File: src/rtl/bg_subtract_mc.sv
// Streaming multi-channel background subtractor.
// Pops paired background/new-frame words from two FWFT FIFOs, computes a
// foreground mask pixel and an optional running-average background word
// through a two-stage pipeline, and counts foreground pixels per frame.
module bg_subtract_mc #(
    parameter int PIX_W       = 8,
    parameter int CHANNELS    = 3,
    parameter int FRAME_PIX   = 76800,
    parameter int ALPHA_SHIFT = 3,
    localparam int WORD_W     = CHANNELS * PIX_W,
    localparam int CNT_W      = $clog2(FRAME_PIX + 1)
) (
    input  logic                clk,
    input  logic                rst,
    input  logic [PIX_W+1:0]    cfg_thresh,
    input  logic                cfg_mode,
    input  logic                cfg_bg_upd,
    input  logic                cfg_select,
    input  logic                bg_empty,
    input  logic [WORD_W-1:0]   bg_data,
    output logic                bg_re,
    input  logic                new_empty,
    input  logic [WORD_W-1:0]   new_data,
    output logic                new_re,
    input  logic                mask_full,
    output logic                mask_we,
    output logic [PIX_W-1:0]    mask_data,
    input  logic                bgo_full,
    output logic                bgo_we,
    output logic [WORD_W-1:0]   bgo_data,
    output logic                frame_done,
    output logic [CNT_W-1:0]    fg_count
);

    localparam logic [CNT_W-1:0] LAST_PIX = CNT_W'(FRAME_PIX - 1);

    // Handshake
    logic                out_ok_s;
    logic                s2_load_s;
    logic                s1_load_s;
    logic                pop_s;
    logic                mask_we_s;
    logic                last_pix_s;

    // Stage 1: per-channel |diff|, averaged background, per-pixel config
    logic                s1_valid_q;
    logic [WORD_W-1:0]   s1_diff_q,  s1_diff_d;
    logic [WORD_W-1:0]   s1_avg_q,   s1_avg_d;
    logic [WORD_W-1:0]   s1_bg_q;
    logic [PIX_W+1:0]    s1_thr_q,   s1_thr_d;
    logic                s1_mode_q;
    logic                s1_sel_q;

    // Stage 2: mask bit and outgoing background word
    logic                s2_valid_q;
    logic                s2_fg_q,    s2_fg_d;
    logic [WORD_W-1:0]   s2_bgo_q,   s2_bgo_d;

    // Frame bookkeeping: pop side (threshold latch) and push side (counts)
    logic [PIX_W+1:0]    thr_q;
    logic [CNT_W-1:0]    pop_idx_q;
    logic [CNT_W-1:0]    pix_cnt_q;
    logic [CNT_W-1:0]    fg_acc_q;
    logic [CNT_W-1:0]    fg_count_q;

    // Flow control: both FIFOs pop together and both outputs push together;
    // pops are suppressed while reset is held so no word is lost upstream.
    always_comb begin
        out_ok_s   = !mask_full && (!cfg_bg_upd || !bgo_full);
        s2_load_s  = !s2_valid_q || out_ok_s;
        s1_load_s  = !s1_valid_q || s2_load_s;
        pop_s      = !bg_empty && !new_empty && s1_load_s && !rst;
        mask_we_s  = s2_valid_q && out_ok_s;
        last_pix_s = (pix_cnt_q == LAST_PIX);
    end

    assign bg_re      = pop_s;
    assign new_re     = pop_s;
    assign mask_we    = mask_we_s;
    assign bgo_we     = mask_we_s && cfg_bg_upd;
    assign frame_done = mask_we_s && last_pix_s;
    assign mask_data  = {PIX_W{s2_fg_q}};
    assign bgo_data   = s2_bgo_q;
    assign fg_count   = fg_count_q;

    // Stage-1 datapath: signed difference, its magnitude and the running average.
    always_comb begin : s1_calc
        logic signed [PIX_W:0] diff_s;
        logic signed [PIX_W:0] mag_s;
        logic signed [PIX_W:0] avg_s;
        diff_s    = '0;
        mag_s     = '0;
        avg_s     = '0;
        s1_diff_d = '0;
        s1_avg_d  = '0;
        for (int c = 0; c < CHANNELS; c++) begin
            diff_s = $signed({1'b0, new_data[c*PIX_W +: PIX_W]})
                   - $signed({1'b0, bg_data[c*PIX_W +: PIX_W]});
            mag_s  = diff_s[PIX_W] ? -diff_s : diff_s;
            // Moves bg toward new by a fraction, so the result stays in pixel range.
            avg_s  = $signed({1'b0, bg_data[c*PIX_W +: PIX_W]}) + (diff_s >>> ALPHA_SHIFT);
            s1_diff_d[c*PIX_W +: PIX_W] = mag_s[PIX_W-1:0];
            s1_avg_d[c*PIX_W +: PIX_W]  = avg_s[PIX_W-1:0];
        end
        // Pixel 0 of a frame uses the live threshold it is latching.
        s1_thr_d = (pop_idx_q == '0) ? cfg_thresh : thr_q;
    end

    // Stage-2 datapath: foreground decision and choice of outgoing background.
    always_comb begin : s2_calc
        logic [PIX_W+1:0] sum_s;
        logic             any_s;
        sum_s = '0;
        any_s = 1'b0;
        for (int c = 0; c < CHANNELS; c++) begin
            sum_s = sum_s + {2'b00, s1_diff_q[c*PIX_W +: PIX_W]};
            any_s = any_s | ({2'b00, s1_diff_q[c*PIX_W +: PIX_W]} > s1_thr_q);
        end
        s2_fg_d  = s1_mode_q ? (sum_s > s1_thr_q) : any_s;
        s2_bgo_d = (s1_sel_q && s2_fg_d) ? s1_bg_q : s1_avg_q;
    end

    // Pipeline registers; contents only change on a load so stalls hold data steady.
    always_ff @(posedge clk or posedge rst) begin
        if (rst) begin
            s1_valid_q <= 1'b0;
            s1_diff_q  <= '0;
            s1_avg_q   <= '0;
            s1_bg_q    <= '0;
            s1_thr_q   <= '0;
            s1_mode_q  <= 1'b0;
            s1_sel_q   <= 1'b0;
            s2_valid_q <= 1'b0;
            s2_fg_q    <= 1'b0;
            s2_bgo_q   <= '0;
        end else begin
            if (s1_load_s) begin
                s1_valid_q <= pop_s;
                if (pop_s) begin
                    s1_diff_q <= s1_diff_d;
                    s1_avg_q  <= s1_avg_d;
                    s1_bg_q   <= bg_data;
                    s1_thr_q  <= s1_thr_d;
                    s1_mode_q <= cfg_mode;
                    s1_sel_q  <= cfg_select;
                end
            end
            if (s2_load_s) begin
                s2_valid_q <= s1_valid_q;
                if (s1_valid_q) begin
                    s2_fg_q  <= s2_fg_d;
                    s2_bgo_q <= s2_bgo_d;
                end
            end
        end
    end

    // Pop-side frame position; latches the threshold when pixel 0 is popped.
    always_ff @(posedge clk or posedge rst) begin
        if (rst) begin
            thr_q     <= '0;
            pop_idx_q <= '0;
        end else if (pop_s) begin
            if (pop_idx_q == '0) begin
                thr_q <= cfg_thresh;
            end
            pop_idx_q <= (pop_idx_q == LAST_PIX) ? '0 : pop_idx_q + CNT_W'(1);
        end
    end

    // Push-side frame position and foreground count, published at end of frame.
    always_ff @(posedge clk or posedge rst) begin
        if (rst) begin
            pix_cnt_q  <= '0;
            fg_acc_q   <= '0;
            fg_count_q <= '0;
        end else if (mask_we_s) begin
            if (last_pix_s) begin
                pix_cnt_q  <= '0;
                fg_acc_q   <= '0;
                fg_count_q <= fg_acc_q + CNT_W'(s2_fg_q);
            end else begin
                pix_cnt_q  <= pix_cnt_q + CNT_W'(1);
                fg_acc_q   <= fg_acc_q + CNT_W'(s2_fg_q);
            end
        end
    end

endmodule

File: config.mk
export PLATFORM = sky130hd
export DESIGN_NAME = bg_subtract_mc
export DESIGN_NICKNAME = d
export VERILOG_FILES = /design/src/rtl/bg_subtract_mc.sv
export SDC_FILE = /design/constraint.sdc
export NUM_CORES = 1
export LEC_CHECK = 0
export CAP_MARGIN = 20
export CORE_AREA = 2 2 174 176
export CTS_BUF_LIST = sky130_fd_sc_hd__clkbuf_8
export DETAILED_ROUTE_END_ITERATION = 16
export DIE_AREA = 0 0 176 178
export PLACE_DENSITY_LB_ADDON = 0.05
export SLEW_MARGIN = 20
export SYNTH_ARGS = -nofsm -noshare
export SYNTH_HDL_FRONTEND = slang
export SYNTH_SLANG_ARGS = --single-unit
File: constraint.sdc
create_clock -name clk -period 8.17 [get_ports clk]
set_input_delay 2.451 -clock clk [delete_from_list [all_inputs] [get_ports clk]]
set_output_delay 2.451 -clock clk [all_outputs]
set_load 0.05 [all_outputs]
==> impl_metrics.tcl <==
set metrics [dict create \
    place.gp.congestion 0.7868 \
    critPathMaxFanout 15 \
    finalWirelength_um 28180 \
    drc 0 \
    worstMarginPinSlew_ps 984.7 \
    track_usage_pct 18.79 \
    period_share_pct 86.36 \
    rrSetupSlack_ps 3560 \
    place_area_mm2 0.01319 \
    worstSetupStartpointType "primary input" \
    synth-xor-area-share_pct 6.599 \
    ys_types 64 \
    ios 121 \
    crit_path_max_incr_delay_ps 840 \
    cts_sinks 189 \
    ir_drop_mv 0.2339 \
    core_mm2 0.02940 \
    pwr-share-clk_pct 17.3 \
    slew_violations 0 \
    netlist_instances 1262 \
    critical_path_class "in2out" \
    cts_hold_buffers 0 \
    place_ws_ps 1090 \
    setup_violations 0 \
    rsz0062_at_grt "false" \
    yosys.area_share.simple_pct 17.31 \
    hold_class "reg2reg" \
    grt_pass1_wl_um 46530 \
    async_reset_ff_share_pct 100.0 \
    multi_input_area_mm2 0.006452 \
    diodes 0 \
    cts_buffers 17 \
    power.switching_w 0.001548 \
    tns_ps 0 \
    synth_mux_area_share_pct 1.918 \
    syn_nets 1438 \
    sw_frac_of_total_pct 42.14 \
    post-dp-hpwl_um 20350 \
    post-cts-setup-buffers 0 \
    outcome "completed" \
    avgSynthCellArea_um2 9.255 \
    htree_levels 4 \
    design_area_mm2 0.01359 \
    drt_iter0_markers 463 \
    p_int_w 0.002126 \
    cts_resized 0 \
    num_vias 8956 \
    final-seq-area_mm2 0.004730 \
    area_delta_synth_final_pct 16.35 \
    die_w_um 176 \
    yosys.area_share.adder_pct 12.64 \
    synth-edff-count 0 \
    cp-end-kind "primary output" \
    finalWorstSetupSlack_ps 1114 \
    start_util_pct 39.73 \
    drt-pass1-iter-count 5 \
    drive_gt1_share_pct 7.101 \
    viasPerCell 5.100 \
    fin_skew_ps 19.00 \
    clock.fmax_ghz 0.1417 \
    yosysSeqAreaShare_pct 40.49 \
    synth_ff_type "dfrtp_1" \
    finalCriticalPeriod_ps 7056 \
    critPathSlowestCell "clkdlybuf4s50_1" \
    synth_top_family_by_area "simple AND/OR/NAND/NOR gates" \
    cp_cell_sequence "clkdlybuf4s50_1 > a21oi_1 > nand2_1 > inv_1 > buf_4 > clkdlybuf4s50_1" \
    ys_seq_elements 189 \
    cp_data_arrival_time_ps 4600 \
    fill_cells 2848 \
    synthTopCellsByArea "dfrtp_1 (40%), ha_1 (10%), nand2_1 (7.4%)" \
    gr-total-overflow 0 \
    synth-compound-area-share_pct 16.67 \
    grt_pass1_vias 8835 \
    final_hold_viol_count 0 \
    cts_tree "yes" \
    cts_root_buf "clkbuf_8" \
    wl_per_cell_um 16.05 \
    path_clk_slew_ps 100 \
    leakage_nw 6.226 \
    cpMostUsedCell "clkdlybuf4s50_1" \
    io_buffers 120 \
    clk_latency_ps 480 \
    ys_warn_count 0 \
    yosysTopAreaCellShare_pct 40.49 \
    power_frac_seq_pct 36.4 \
    antenna_left 0 \
    nets 1530 \
    syn_area_mm2 0.01168 \
    grt_max_degree 133 \
    maxCapViolCount 0 \
    synth_top_area_cell "dfrtp_1" \
    p_per_area_mw_per_mm2 270.4 \
    slew-limit-headroom_pct 34.35 \
    antenna_found_initial 0 \
    comb_power_share_pct 46.3 \
    die-area_mm2 0.03133 \
    dieHeight_um 178 \
    cts_buffer_depth 2 \
    fp-row-count 63 \
    cp.required_ps 5720 \
]
## worst max-delay path, delay by kind of cell
kind | cells | cell delay [ps]
buffers and inverters | 4 | 1650
AOI/OAI and AO/OA | 1 | 180
and+or+nand+nor | 1 | 310
## kinds of logic after synthesis
family                     after synthesis
buffers and inverters                  118
adders and majority gates              109
muxes                                   21
DFF                                    189
AOI/OAI and AO/OA                      302
xor gates and xnor gates                88
and+or+nand+nor                        435
## power by group through the flow
| stage | registers, W | logic [W] | clock network, W |
|---|---|---|---|
| after floorplan | 0.00149 | 0.00108 | 0 |
| after global placement | 0.00136 | 0.00169 | 0 |
| after detailed placement | 0.00136 | 0.00171 | 0 |
| after CTS | 0.00134 | 0.00172 | 0.000661 |
| after global routing | 0.00137 | 0.00191 | 0.000697 |
| final | 0.00134 | 0.00170 | 0.000637 |
## state kept, by name, summed over array words and instances, names as in the netlist, 10 cells and up
| name | flops |
|---|---|
| pop_idx_q | 17 |
| s1_avg_q | 24 |
| fg_count | 17 |
| bgo_data | 24 |
| s1_diff_q | 24 |
| s1_thr_q | 10 |
| pix_cnt_q | 17 |
| thr_q | 10 |
| s1_bg_q | 24 |
| fg_acc_q | 17 |
## cells in the mapped netlist, drive strengths merged (13+ instances only)
library cell / count
nor2b: 14
and3: 13
xnor2: 44
a21oi: 54
a21o: 25
nand3: 21
nor2: 70
o211ai: 27
fa: 15
nand4: 39
inv: 64
dfrtp: 189
ha: 94
o21ai: 134
o21a: 14
buf: 22
xor2: 44
clkbuf: 32
nand2: 230
## final timing paths
| path | endpoint | from | cells past startpoint |
|---|---|---|---|
| hold / removal | fg_count[0]$_DFFE_PP0P_ | fg_count[0]$_DFFE_PP0P_ | 2 |
| max in group asynchronous | bgo_data[6]$_DFFE_PP0P_ | rst | 3 |
| setup / recovery | mask_we | cfg_bg_upd | 6 |
| setup reg to reg | bgo_data[23]$_DFFE_PP0P_ | s1_diff_q[2]$_DFFE_PP0P_ | 17 |
| min in group asynchronous | fg_acc_q[3]$_DFFE_PP0P_ | rst | 2 |
| hold reg to reg | fg_count[0]$_DFFE_PP0P_ | fg_count[0]$_DFFE_PP0P_ | 2 |
## routing by layer
layer	share of wire (%)	GRT usage, %	vias to the layer above
met5	0	0	-
met4	0.68	4.098	0
met3	2.8	2.984	11
met2	47	31.33	126
met1	49	25.86	4265
li1	-	-	4554
## cell usage in the layout, fill, tap and decap left out, types with 7 or more instances in the layout
master	netlist	layout
a21o_1	25	25
fa_1	15	15
o21a_1	14	14
mux2i_1	10	10
nor2b_1	14	14
o41ai_1	7	7
nand2_1	230	230
nor3_1	8	8
dfrtp_1	189	189
xor2_1	44	44
a21oi_1	51	51
o211ai_1	7	7
mux2_2	11	11
nor2_1	69	69
clkbuf_8	0	19
inv_1	64	63
ha_1	94	94
xnor2_1	44	44
o21ai_0	132	132
clkdlybuf4s50_1	0	117
and3_1	13	13
nand4_1	38	38
buf_4	10	8
nand3_1	20	20
o211ai_2	20	20
## final cells by class
type / count / area share (%)
Clock inverter: 12 / 1.022
Clock buffer: 19 / 1.924
Tap cell: 390 / 3.591
Inverter: 64 / 1.823
Sequential cell: 189 / 34.80
Timing Repair Buffer: 127 / 9.355
Multi-Input combinational cell: 955 / 47.48
## stage by stage
step | hold WS [ps] | util (%) | total power (W) | cells
global placement | 454.9 | 44.86 | 0.003044 | 1725
CTS | 479.7 | 46.22 | 0.003723 | 1756
floorplan | 437.0 | - | 0.002575 | 1262
detailed placement | 455.7 | 44.86 | 0.003068 | 1725
finish | 474.8 | 46.22 | 0.003675 | 1756
global route | 486.9 | 46.22 | 0.003972 | 1756
Note: power is estimated with default switching activity, not from simulation.
